`config.mk`:
```
export PLATFORM = sky130hd
export DESIGN_NAME = udiv_seq_16by8
export DESIGN_NICKNAME = d
export VERILOG_FILES = /design/src/rtl/udiv_pkg.sv /design/src/rtl/udiv_step.sv /design/src/rtl/udiv_seq_16by8.sv
export SDC_FILE = /design/constraint.sdc
export NUM_CORES = 1
export LEC_CHECK = 0
export BUFFER_PORTS_ARGS = -buffer_cell sky130_fd_sc_hd__buf_4
export CAP_MARGIN = 5
export CORE_MARGIN = 2
export CORE_UTILIZATION = 40
export CTS_CLUSTER_DIAMETER = 60
export DETAILED_ROUTE_END_ITERATION = 16
export PLACE_DENSITY = 0.64
export SLEW_MARGIN = 0
export SYNTH_ARGS = -nofsm -noshare
export SYNTH_HDL_FRONTEND = slang
export SYNTH_SLANG_ARGS = --single-unit
```
`constraint.sdc`:
```
create_clock -name clk -period 5.6 [get_ports clk]
set_clock_uncertainty 0.15 [all_clocks]
set_input_delay 0.56 -clock clk [delete_from_list [all_inputs] [get_ports clk]]
set_output_delay 0.56 -clock clk [all_outputs]
set_load 0.01 [all_outputs]
```
`src/rtl/udiv_pkg.sv`:
```
// Shared types and constants for the sequential restoring divider.
package udiv_pkg;

  typedef enum logic [1:0] {
    IDLE,
    BUSY,
    DONE
  } state_t;

  localparam int W_DEF = 8;
  localparam int L_DEF = 2;

  // All-ones quotient returned for divide-by-zero and overflow results.
  function automatic logic [63:0] sat_quot(input int w);
    return (64'd1 << w) - 64'd1;
  endfunction

endpackage

```
`src/rtl/udiv_step.sv`:
```
// One combinational restoring-division iteration: shift {R,Q} left, trial-subtract the divisor.
module udiv_step
  import udiv_pkg::*;
#(
  parameter int W = W_DEF
) (
  input  logic [W:0]   r,
  input  logic [W-1:0] q,
  input  logic [W-1:0] divisor,
  output logic [W:0]   r_nxt,
  output logic [W-1:0] q_nxt
);

  logic        [W:0] rs;
  logic signed [W:0] t;

  assign rs = {r[W-1:0], q[W-1]};
  assign t  = signed'(rs - {1'b0, divisor});

  // A set r[W] means the shifted value exceeds any W-bit divisor, so the subtract always succeeds.
  always_comb begin
    r_nxt = rs;
    q_nxt = {q[W-2:0], 1'b0};
    if (r[W] || !t[W]) begin
      r_nxt    = $unsigned(t);
      q_nxt[0] = 1'b1;
    end
  end

endmodule

```
`src/rtl/udiv_seq_16by8.sv`:
```
// Iterative 2W-by-W unsigned restoring divider with valid/ready handshakes on both sides.
// Define UDIV_APPROX_TRUNC_EN to zero the L low dividend bits on accept (truncated approximate division).
module udiv_seq_16by8
  import udiv_pkg::*;
#(
  parameter int W = W_DEF,
  parameter int L = L_DEF
) (
  input  logic           clk,
  input  logic           rst_n,
  input  logic           in_valid,
  output logic           in_ready,
  input  logic [2*W-1:0] dividend,
  input  logic [W-1:0]   divisor,
  output logic           out_valid,
  input  logic           out_ready,
  output logic [W-1:0]   quotient,
  output logic [W-1:0]   remainder,
  output logic           div_by_zero,
  output logic           overflow
);

  localparam int CW = $clog2(W);
`ifdef UDIV_APPROX_TRUNC_EN
  localparam int LT = L;
`else
  localparam int LT = 0 * L;
`endif
  localparam logic [2*W-1:0] TRUNC_MASK = ~((2*W)'((64'd1 << LT) - 64'd1));
  localparam logic [W-1:0]   SAT_Q      = W'(sat_quot(W));

  state_t          state;
  logic [W:0]      r_p0;
  logic [W-1:0]    q_p0;
  logic [W-1:0]    dvs_p0;
  logic [CW-1:0]   cnt;
  logic [W:0]      r_nxt;
  logic [W-1:0]    q_nxt;
  logic [2*W-1:0]  dvd;

  assign dvd = dividend & TRUNC_MASK;

  udiv_step #(.W(W)) u_step (
    .r       (r_p0),
    .q       (q_p0),
    .divisor (dvs_p0),
    .r_nxt   (r_nxt),
    .q_nxt   (q_nxt)
  );

  always_ff @(posedge clk or negedge rst_n) begin
    if (!rst_n) begin
      state       <= IDLE;
      in_ready    <= 1'b1;
      out_valid   <= 1'b0;
      quotient    <= '0;
      remainder   <= '0;
      div_by_zero <= 1'b0;
      overflow    <= 1'b0;
      cnt         <= '0;
      r_p0        <= '0;
      q_p0        <= '0;
      dvs_p0      <= '0;
    end else begin
      case (state)
        IDLE: begin
          if (in_valid) begin
            in_ready <= 1'b0;
            if (divisor == '0) begin
              state       <= DONE;
              out_valid   <= 1'b1;
              quotient    <= SAT_Q;
              remainder   <= dvd[W-1:0];
              div_by_zero <= 1'b1;
              overflow    <= 1'b0;
            end else if (dvd[2*W-1:W] >= divisor) begin
              state       <= DONE;
              out_valid   <= 1'b1;
              quotient    <= SAT_Q;
              remainder   <= '0;
              div_by_zero <= 1'b0;
              overflow    <= 1'b1;
            end else begin
              state  <= BUSY;
              r_p0   <= {1'b0, dvd[2*W-1:W]};
              q_p0   <= dvd[W-1:0];
              dvs_p0 <= divisor;
              cnt    <= '0;
            end
          end
        end
        // BUSY: one restoring step per edge; the last step's result goes straight to the outputs.
        BUSY: begin
          r_p0 <= r_nxt;
          q_p0 <= q_nxt;
          cnt  <= cnt + CW'(1);
          if (cnt == CW'(W - 1)) begin
            state       <= DONE;
            out_valid   <= 1'b1;
            quotient    <= q_nxt;
            remainder   <= r_nxt[W-1:0];
            div_by_zero <= 1'b0;
            overflow    <= 1'b0;
          end
        end
        DONE: begin
          if (out_ready) begin
            state     <= IDLE;
            out_valid <= 1'b0;
            in_ready  <= 1'b1;
          end
        end
        default: state <= IDLE;
      endcase
    end
  end

endmodule

```
==> results.ini, run 1 <==
[die]
core_area_um2 = 7290
start_util_pct = 41.3
die_w_um = 90.8
pin_count = 48
row_count = 31
die_height_um = 90.8
dieArea_um2 = 8240

[run]
max-cap-violations = 0

[cells_and_area]
final_cell_area_um2 = 3530
nets = 408
drive_gt1_share_pct = 21.0
fillers = 739
n_antenna_cell = 0
syn_to_final_growth_pct = 17.2

[logic_synthesis]
syn_inst = 321
syn-num-nets = 368
synthTopCellsByCount = dfrtp_1 (49), nand2_1 (34), inv_1 (29), a31oi_1 (26), nor2_1 (22)
synth.yosys.warnings = 0
yosys.area.top_type = dfrtp_1
yosysMostFrequentCell = dfrtp_1
syn_area_um2 = 3010
synth_edf_count = 0
syn_area_per_cell_um2 = 9.39
ys_ff_latch = 50
ys_seq_area_share_pct = 41.6
synth.distinct_cells = 47
ys_top_cells_by_area = dfrtp_1 (41%), ha_1 (7.5%), mux2i_1 (6.0%), a31oi_1 (5.4%), nand2_1 (4.2%)
ys_async_sr_fraction_pct = 100
post-synth-top-area-fraction_pct = 40.7
ys.flop_type = dfrtp_1

[setup_path]
crit_fanout = 10
worstPathRequired_ps = 5680
critPathLaunchType = flop
critPathCaptureType = flop
worstPathArrival_ps = 3240
crit_type = reg2reg

[sta]
tns_ps = 0
hold_violations = 0
max_freq_mhz = 316
grt_setup_unrepaired = no
drv_slew = 0
fin_ws_ps = 2440
max_slew_margin_pct = 46.0
timing.final.setup_violations = 0
tightest_slew_ps = 810
finalCriticalPeriod_ps = 3160
period_share_pct = 56.5

[grt]
grt_antenna_before_repair = 0
grt_usage_pct = 19.0
grt_max_degree = 51
grt_overflow_total = 0
grt_pass1_wl_mm = 12.4
grt_pass1_vias = 2451

[pwr]
total_power_mw = 2.17
p_per_area_nw_per_um2 = 615
power_frac_seq_pct = 30.3
pwr-share-clk_pct = 12.3
swShare_pct = 44.3
power.leakage_nw = 1.65
p_int_mw = 1.21
p_switching_uw = 963
pwr-share-comb_pct = 57.4
ir_drop_uv = 258

[route]
drtAntennaViolNets = 0
drt_iter0_markers = 161
via_per_inst = 5.45
vias = 2513
first_pass_iters = 4
routedWlPerCell_um = 16.4
drt-total-wl_mm = 7.58
drc = 0

[place]
dpl.hpwl_mm = 5.49
place_congestion = 0.830
dpl_cell_area_um2 = 3420
port_buffers = 47
place_worst_setup_slack_ps = 2220

[min_path]
hold_path_class = in2async

[clock_network]
h-tree-depth = 2
cts_root_buf = clkbuf_8
cts_tree = yes
cts_setup_buffers = 0
clkTransAtPathRegs_ps = 110
cts_buffers = 5
cts_buffer_depth = 2
clock_latency_ps = 310
cts.sinks = 50
hold_buffers = 0
post_cts_resized = 0

[outcome]
status = finished, final reports clean

## area by class of cell
class | instances | area [um2] | area share [%]
clock buffers | 5 | 68.8 | 1.95
well taps | 99 | 124 | 3.51
repair buffers | 50 | 375 | 10.6
inverters | 29 | 109 | 3.08
multi-input cells | 225 | 1560 | 44.1
flip-flops and latches | 50 | 1250 | 35.5
clock inverters | 3 | 43.8 | 1.24
## registers in the layout (all words and copies together) (netlist names)
name,count
dvs_p0,8
overflow,1
q_p0,8
div_by_zero,1
state,2
remainder,8
cnt,3
out_valid,1
in_ready,1
r_p0,9
quotient,8
## layout by cell type, fill, tap and decap left out, types with 3 or more instances in the layout
| cell type | n |
|---|---|
| a211oi_1 | 11 |
| a21o_1 | 5 |
| a21oi_1 | 9 |
| a31oi_1 | 26 |
| buf_4 | 50 |
| clkbuf_8 | 5 |
| dfrtp_1 | 49 |
| ha_1 | 18 |
| inv_1 | 29 |
| mux2_2 | 7 |
| mux2i_1 | 18 |
| nand2_1 | 34 |
| nand2b_1 | 4 |
| nand3_1 | 12 |
| nor2_1 | 21 |
| nor3_1 | 16 |
| o21ai_0 | 10 |
| or3_1 | 3 |
## worst max-delay path: stages (launching register included)
cell and delay [ps]:
dfrtp_1 370, inv_1 60, ha_1 240, fa_1 400, nand2b_1 210, a211oi_1 390, nor2_1 190, mux2i_4 450
mux2_2 430, a31oi_1 180
## layer usage
| layer | global-route usage [%] | wire length (um) | vias up |
|---|---|---|---|
| li1 | - | - | 1225 |
| met1 | 26.4 | 3580 | 1209 |
| met2 | 30.2 | 3520 | 72 |
| met3 | 3.42 | 366 | 7 |
| met4 | 5.81 | 114 | 0 |
| met5 | 0 | 0 | - |
## worst paths after layout
kind / endpoint / cells past startpoint / slack (ps) / startpoint
max: remainder[6] / 9 / 2440 / q_p0[7]
min: dvs_p0[5] / 1 / 120 / rst_n
max reg2reg: remainder[6] / 9 / 2440 / q_p0[7]
min reg2reg: cnt[1] / 1 / 370 / cnt[1]
max in group asynchronous: remainder[2] / 1 / 4730 / rst_n
min in group clk: dvs_p0[0] / 2 / 360 / divisor[0]
## power groups by stage
stage	sequential (mW)	combinational [mW]	clock (mW)
after floorplan	0.655	0.907	0
final	0.657	1.25	0.267
after global routing	0.681	1.39	0.286
after CTS	0.658	1.25	0.271
after global placement	0.664	1.22	0
after detailed placement	0.664	1.25	0
## metrics by stage
| step | instances | utilization, % | hold WS [ps] |
|---|---|---|---|
| 2_1_floorplan | 321 | - | 114 |
| 3_3_place_gp | 453 | 46.9 | 335 |
| 3_5_place_dp | 453 | 46.9 | 339 |
| 4_1_cts | 461 | 48.4 | 152 |
| 5_1_grt | 461 | 48.4 | 164 |
| 6_report | 461 | 48.4 | 120 |
## logic make-up (layout without fill, tap and decap cells)
logic type / Yosys count / in the layout / share of synthesized area [%]
xor+xnor: 1 / 1 / 0.291
simple gates: 102 / 102 / 16.5
compound gates: 76 / 76 / 16.9
buf+inv: 46 / 87 / 6.77
mux: 27 / 27 / 9.84
fa+ha+maj: 19 / 19 / 8.14
flops: 50 / 50 / 41.6
(Power assumes the default switching activity.)
==> inputs of run 2 (changes only) <==
--- a/config.mk
+++ b/config.mk
@@ -5,13 +5,14 @@
 export SDC_FILE = /design/constraint.sdc
 export NUM_CORES = 1
 export LEC_CHECK = 0
+export ABC_AREA = 1
 export BUFFER_PORTS_ARGS = -buffer_cell sky130_fd_sc_hd__buf_4
 export CAP_MARGIN = 5
 export CORE_MARGIN = 2
 export CORE_UTILIZATION = 40
 export CTS_CLUSTER_DIAMETER = 60
 export DETAILED_ROUTE_END_ITERATION = 16
-export PLACE_DENSITY = 0.64
+export PLACE_DENSITY = 0.66
 export SLEW_MARGIN = 0
 export SYNTH_ARGS = -nofsm -noshare
 export SYNTH_HDL_FRONTEND = slang
==> constraint.sdc (replaced) <==
create_clock -name clk -period 2.9 [get_ports clk]
set_clock_uncertainty 0.15 [all_clocks]
set_input_delay 0.29 -clock clk [delete_from_list [all_inputs] [get_ports clk]]
set_output_delay 0.29 -clock clk [all_outputs]
set_load 0.01 [all_outputs]
==> run 2 against run 1 <==
Combinational power up 110%. Clock power up 59%. Sequential power up 95%. Sequential cell count unchanged. Synthesized cell count up 33%. Critical endpoint is now r_p0[0]. Final cell count up 25%.
==> results.ini, run 2 <==
[logic_synthesis]
syn-num-nets = 474  ; +29%
synth.yosys.warnings = 0  ; unchanged
syn_area_per_cell_um2 = 7.44  ; -21%
yosys.area.top_type = dfrtp_1
ys_async_sr_fraction_pct = 100  ; unchanged
yosysMostFrequentCell = nand2_1
syn_area_um2 = 3180  ; +5.4%
ys.flop_type = dfrtp_1
syn_inst = 427  ; +33%
ys_top_cells_by_area = dfrtp_1 (39%), nand2_1 (15%), nor2_1 (7.3%), ha_1 (7.1%), nand3_1 (5.8%)
synthTopCellsByCount = nand2_1 (129), nor2_1 (62), dfrtp_1 (49), inv_1 (46), nand3_1 (37)
synth_edf_count = 0  ; unchanged
synth.distinct_cells = 37  ; -21%
post-synth-top-area-fraction_pct = 38.6  ; -2.1 points
ys_seq_area_share_pct = 39.4  ; -2.1 points
ys_ff_latch = 50  ; unchanged

[die]
die_w_um = 93.1  ; +2.6%
die_height_um = 93.1  ; +2.6%
row_count = 32  ; +3.2%
pin_count = 48  ; unchanged
core_area_um2 = 7730  ; +6.0%
dieArea_um2 = 8670  ; +5.2%
start_util_pct = 41.1  ; -0.21 points

[route]
vias = 2776  ; +10%
first_pass_iters = 4  ; unchanged
via_per_inst = 4.82  ; -12%
drtAntennaViolNets = 0  ; unchanged
routedWlPerCell_um = 12.6  ; -24%
drt_iter0_markers = 148  ; -8.1%
drt-total-wl_mm = 7.24  ; -4.5%
drc = 0  ; unchanged

[cells_and_area]
nets = 520  ; +27%
drive_gt1_share_pct = 18.6  ; -2.4 points
final_cell_area_um2 = 3680  ; +4.3%
top_register = r_p0
layout.cells.most_common_list = nand2_1 (129), nor2_1 (62), dfrtp_1 (49), buf_4 (49), inv_1 (46)
final_common_cell = nand2_1
n_antenna_cell = 0  ; unchanged
largest_register_ffs = 9  ; unchanged
syn_to_final_growth_pct = 16.0

[setup_path]
slowest_delay_ps = 400  ; -50 ps
critPathCaptureType = flop
r2r-start = q_p0[7]
timing.critical_path.buf_inv = 1  ; unchanged
timing.rr.end = r_p0[0]
ff2ff_setup_slack_ps = 470  ; -1970 ps
ff2ff_path_depth = 13  ; +4
crit_type = reg2reg
worstPathArrival_ps = 2530  ; -710 ps
crit_path_frequent_cell = nand2_1
critPathLaunchType = flop
crit_chain = inv_1, ha_1, fa_1, nand3b_1, nand2_1, nand2_1, nand2_1, nand2_1, nand2_1, nand4_1, nand2_1, nor2_1, nor2_1
crit_fanout = 9  ; -1
crit_family = simple AND/OR/NAND/NOR gates
cpMaxStageDelayCell = fa_1
worstPathRequired_ps = 3000  ; -2680 ps

[pwr]
ir_drop_uv = 462  ; +79%
p_per_area_nw_per_um2 = 1170  ; +90%
pwr-share-clk_pct = 9.9  ; -2.4 points
p_int_mw = 2.19  ; +81%
total_power_mw = 4.30  ; +98%
power_frac_seq_pct = 29.9  ; -0.4 points
p_switching_mw = 2.11  ; +120%
pwr-share-comb_pct = 60.2  ; +2.8 points
swShare_pct = 49.1  ; +4.8 points
power.leakage_nw = 2.00  ; +21%

[sta]
max_slew_margin_pct = 58.0  ; +12 points
timing.final.setup_violations = 0  ; unchanged
max_freq_mhz = 411  ; +30%
tightest_slew_ps = 631  ; -180 ps
tns_ps = 0  ; unchanged
drv_slew = 0  ; unchanged
hold_violations = 0  ; unchanged
fin_ws_ps = 465  ; -1970 ps
grt_setup_unrepaired = no
period_share_pct = 84.0  ; +27 points
finalCriticalPeriod_ps = 2430  ; -729 ps

[grt]
grt_pass1_vias = 2667  ; +8.8%
grt_overflow_total = 0  ; unchanged
grt_antenna_before_repair = 0  ; unchanged
grt_max_degree = 51  ; unchanged
grt_pass1_wl_mm = 12.6  ; +1.2%
grt_usage_pct = 18.1  ; -0.89 points

[place]
dpl.hpwl_mm = 5.53  ; +0.76%
dpl_cell_area_um2 = 3580  ; +4.7%
port_buffers = 47  ; unchanged
place_worst_setup_slack_ps = 514  ; -1710 ps
place_congestion = 0.896  ; +7.9%

[min_path]
hold_depth = 3
hold_start = out_ready
hold_end = in_ready
hold_path_class = in2reg

[clock_network]
cts_root_buf = clkbuf_8
cts_buffer_depth = 2  ; unchanged
cts_buffers = 5  ; unchanged
clock_latency_ps = 320  ; about the same
clkTransAtPathRegs_ps = 100  ; about the same
h-tree-depth = 2  ; unchanged
cts_tree = yes
cts_setup_buffers = 0  ; unchanged
cts.sinks = 50  ; unchanged

[run]
max-cap-violations = 0  ; unchanged

[outcome]
status = finished, final reports clean

-- run 2: timing repair --
item	CTS	global route
setup endpoints to repair	0	0
endpoints found under the hold margin	49	0
hold buffers	1	0
gates resized for setup	0	0
-- run 2: cells by family after synthesis --
logic type	count (synthesis)	synth area share, %
buffers and inverters	63	9.41
muxes	1	0.315
DFF	50	39.4
adders and majority gates	19	7.72
and+or+nand+nor	256	35.3
xor gates and xnor gates	3	0.827
AOI/OAI and AO/OA	35	6.97
-- run 2: tightest hold or removal path: stages --
cell and delay, ps:
buf_4 110, nand2_1 50, nand2_1 50
-- run 2: metal layers --
layer | wire [um] | track usage, % | vias to the layer above
met5 | 0 | 0 | -
met3 | 357 | 2.90 | 2
met2 | 3340 | 29.5 | 72
li1 | - | - | 1442
met4 | 33 | 4.29 | 0
met1 | 3500 | 25.3 | 1260
-- run 2: how the worst max path moves through the flow --
stage | startpoint | endpoint | depth (start not counted) | slack (ps)
after CTS | q_p0[7] | r_p0[3] | 13 | 470
after global routing | q_p0[7] | r_p0[3] | 13 | 220
after global placement | divisor[7] | remainder[0] | 13 | 540
final | q_p0[7] | r_p0[0] | 13 | 470
after floorplan | q_p0[7] | r_p0[7] | 12 | 800
after detailed placement | divisor[7] | remainder[3] | 13 | 510
-- run 2: final cells by class --
| type | count | area, um2 |
|---|---|---|
| Multi-Input combinational cell | 314 | 1630 |
| Timing Repair Buffer | 50 | 378 |
| Fill cell | 807 | 4040 |
| Tap cell | 102 | 128 |
| Clock inverter | 3 | 23.8 |
| Inverter | 52 | 208 |
| Clock buffer | 5 | 68.8 |
| Sequential cell | 50 | 1250 |
-- run 2: metrics by stage --
stage          instances  hold WS (ps)  utilization [%]
2_1_floorplan        427          -156                -
3_3_place_gp         567           208             46.3
3_5_place_dp         567           206             46.3
4_1_cts              576          23.7             47.7
5_1_grt              576          46.8             47.7
6_report             576          26.2             47.7
-- run 2: power by group through the flow --
stage	Clock [mW]	Sequential (mW)	Combinational, mW
2_1_floorplan	0	1.31	1.96
3_3_place_gp	0	1.29	2.54
3_5_place_dp	0	1.30	2.60
4_1_cts	0.439	1.29	2.61
5_1_grt	0.468	1.33	2.98
6_report	0.425	1.28	2.59
==> inputs of run 3 (changes only) <==
--- a/config.mk
+++ b/config.mk
@@ -5,7 +5,7 @@
 export SDC_FILE = /design/constraint.sdc
 export NUM_CORES = 1
 export LEC_CHECK = 0
-export ABC_AREA = 1
+export ABC_AREA = 0
 export BUFFER_PORTS_ARGS = -buffer_cell sky130_fd_sc_hd__buf_4
 export CAP_MARGIN = 5
 export CORE_MARGIN = 2
==> constraint.sdc (replaced) <==
create_clock -name clk -period 2.1 [get_ports clk]
set_clock_uncertainty 0.15 [all_clocks]
set_input_delay 0.21 -clock clk [delete_from_list [all_inputs] [get_ports clk]]
set_output_delay 0.21 -clock clk [all_outputs]
set_load 0.01 [all_outputs]
==> run 3 against run 2 <==
The run now ends with negative setup slack left. Sequential share of layout area down 3.6 points. Largest cell class unchanged. Critical path depth down 4. Largest power group unchanged. Fmax down 4.7%. Non-clock buffer count up 58.
==> results.ini, run 3 (synthesis results as in run 1) <==
[clock_network]
cts.sinks = 50  ; unchanged
clkTransAtPathRegs_ps = 100  ; about the same
cts_root_buf = clkbuf_8
cts_buffer_depth = 2  ; unchanged
cts_tree = yes
cts_buffers = 5  ; unchanged
h-tree-depth = 2  ; unchanged
clock_latency_ps = 320  ; about the same

[sta]
tightest_slew_ps = 659  ; +28.6 ps
tns_ps = -7100  ; -7100 ps
timing.final.setup_violations = 19  ; +19
hold_violations = 0  ; unchanged
max_freq_mhz = 391  ; -4.7%
drv_slew = 0  ; unchanged
max_slew_margin_pct = 56.1  ; -1.9 points
grt_setup_unrepaired = yes
period_share_pct = 122  ; +38 points
finalCriticalPeriod_ps = 2560  ; +121 ps
fin_ws_ps = -456  ; -921 ps

[grt]
grt_pass1_vias = 2715  ; +1.8%
grt_overflow_total = 0  ; unchanged
grt_max_degree = 51  ; unchanged
grt_antenna_before_repair = 0  ; unchanged
grt_usage_pct = 20.7  ; +2.6 points
grt_pass1_wl_mm = 13.5  ; +7.4%

[setup_path]
critPathLaunchType = flop
crit_fanout = 5  ; -4
ff2ff_path_depth = 9  ; -4
ff2ff_setup_slack_ps = -460  ; -920 ps
r2r-start = dvs_p0[0]
worstPathArrival_ps = 2650  ; +120 ps
worstPathRequired_ps = 2200  ; -800 ps
timing.rr.end = r_p0[2]
critPathCaptureType = flop
crit_type = reg2reg

[route]
route.met2.wl_mm = 4.05  ; +21%
drc = 0  ; unchanged
drt_iter0_markers = 225  ; +52%
drtAntennaViolNets = 0  ; unchanged
drt-total-wl_mm = 8.39  ; +16%
wl_met1_mm = 3.79  ; +8.3%
vias = 2775  ; -0.036%
met3WireLength_um = 364  ; +2.0%
routedWlPerCell_um = 16.2  ; +29%
first_pass_iters = 7  ; +3
via_per_inst = 5.35  ; +11%
top_layer = met4

[cells_and_area]
layout.cells.most_common_list = buf_4 (101), dfrtp_1 (49), nand2_1 (34)
n_antenna_cell = 0  ; unchanged
largest_register_ffs = 9  ; unchanged
syn_to_final_growth_pct = 36.9
nets = 466  ; -10%
stdcell_count = 519  ; -9.9%
top_register = r_p0
drive_gt1_share_pct = 34.8  ; +16 points
fin_util_pct = 56.6  ; +8.9 points
final_common_cell = buf_4

[place]
place_congestion = 0.815  ; -9.1%
dpl.hpwl_mm = 6.15  ; +11%
place_worst_setup_slack_ps = -425  ; -939 ps
port_buffers = 47  ; unchanged
dp.cells = 502  ; -11%

[die]
dieArea_um2 = 8240  ; -4.9%
core_area_um2 = 7290  ; -5.6%
die_w_um = 90.8  ; -2.5%
die_height_um = 90.8  ; -2.5%
row_count = 31  ; -3.1%
pin_count = 48  ; unchanged
start_util_pct = 41.3  ; +0.21 points

[pwr]
power.leakage_nw = 1.97  ; -1.4%
total_power_mw = 7.13  ; +66%
ir_drop_uv = 713  ; +55%
p_per_area_nw_per_um2 = 1730  ; +48%

[min_path]
hold_depth = 3  ; unchanged
hold_start = dividend[0]
hold_path_class = in2reg
hold_end = remainder[0]

[run]
max-cap-violations = 0  ; unchanged

[outcome]
status = finished with violations
violations = negative setup slack

[run 3: cell types whose count changed in the layout (fill, tap and decap cells not counted), moves of 5 or more]
| cell | delta |
|---|---|
| nand2_1 | -95 |
| buf_4 | +52 |
| nor2_1 | -42 |
| nand3_1 | -25 |
| a31oi_1 | +23 |
| inv_1 | -18 |
| mux2i_1 | +16 |
| nor3_1 | +14 |
| a211oi_1 | +10 |
| nand4_1 | -9 |
| o21ai_2 | -8 |
| mux2_4 | +6 |
| nor2_2 | -5 |
[run 3: layout make-up]
cell class,count,area (um2)
Inverter,29,109
Timing Repair Buffer,108,862
Clock inverter,3,21.3
Multi-Input combinational cell,225,1690
Clock buffer,5,68.8
Tap cell,99,124
Sequential cell,50,1250
Fill cell,650,3170
[run 3: repair_timing]
action / 4_1_cts / 5_1_grt
pin swaps: 4 / 1
hold endpoints to repair: 49 / 0
gates resized for setup: 7 / 6
cloned: 1 / 0
endpoints found under the setup margin: 19 / 25
buffers inserted: 4 / 4
hold buffers: 1 / 0
[run 3: critical path, cell delays in order, from the launching register on]
cell,delay [ps]
dfrtp_1,420
ha_4,170
fa_2,340
nand2b_4,160
a211oi_4,270
nor2_4,80
mux2i_4,260
buf_12,160
mux2_4,320
a31oi_4,140
[run 3: stage by stage]
step	instance area, um2	hold slack (ps)
4_1_cts	4080	3.48
5_1_grt	4120	1.74
3_3_place_gp	3890	134
2_1_floorplan	3070	-236
6_report	4120	3.96
3_5_place_dp	3890	137
[run 3: worst max path at each step]
stage                    to  slack, ps  depth (start not counted)      start
2_1_floorplan  remainder[2]       -350                          9    q_p0[7]
3_3_place_gp   remainder[3]       -360                         10    q_p0[7]
3_5_place_dp        r_p0[3]       -420                         10    q_p0[7]
4_1_cts        remainder[0]       -430                         10  dvs_p0[0]
5_1_grt             r_p0[2]       -520                          9  dvs_p0[0]
6_report            r_p0[2]       -460                          9  dvs_p0[0]
[run 3: layer usage]
metal | vias to the layer above | GRT usage, %
li1 | 1338 | -
met3 | 18 | 3.09
met2 | 86 | 34.1
met1 | 1333 | 28.0
met5 | - | 0
met4 | 0 | 7.07
[run 3: power by group]
| part | internal (mW) | leakage [nW] | switching (mW) | total [mW] |
|---|---|---|---|---|
| Combinational | 2.46 | 1.36 | 2.32 | 4.78 |
| Clock | 0.235 | 0.0441 | 0.361 | 0.596 |
| Sequential | 1.43 | 0.566 | 0.331 | 1.76 |
| Total | 4.12 | 1.97 | 3.02 | 7.13 |
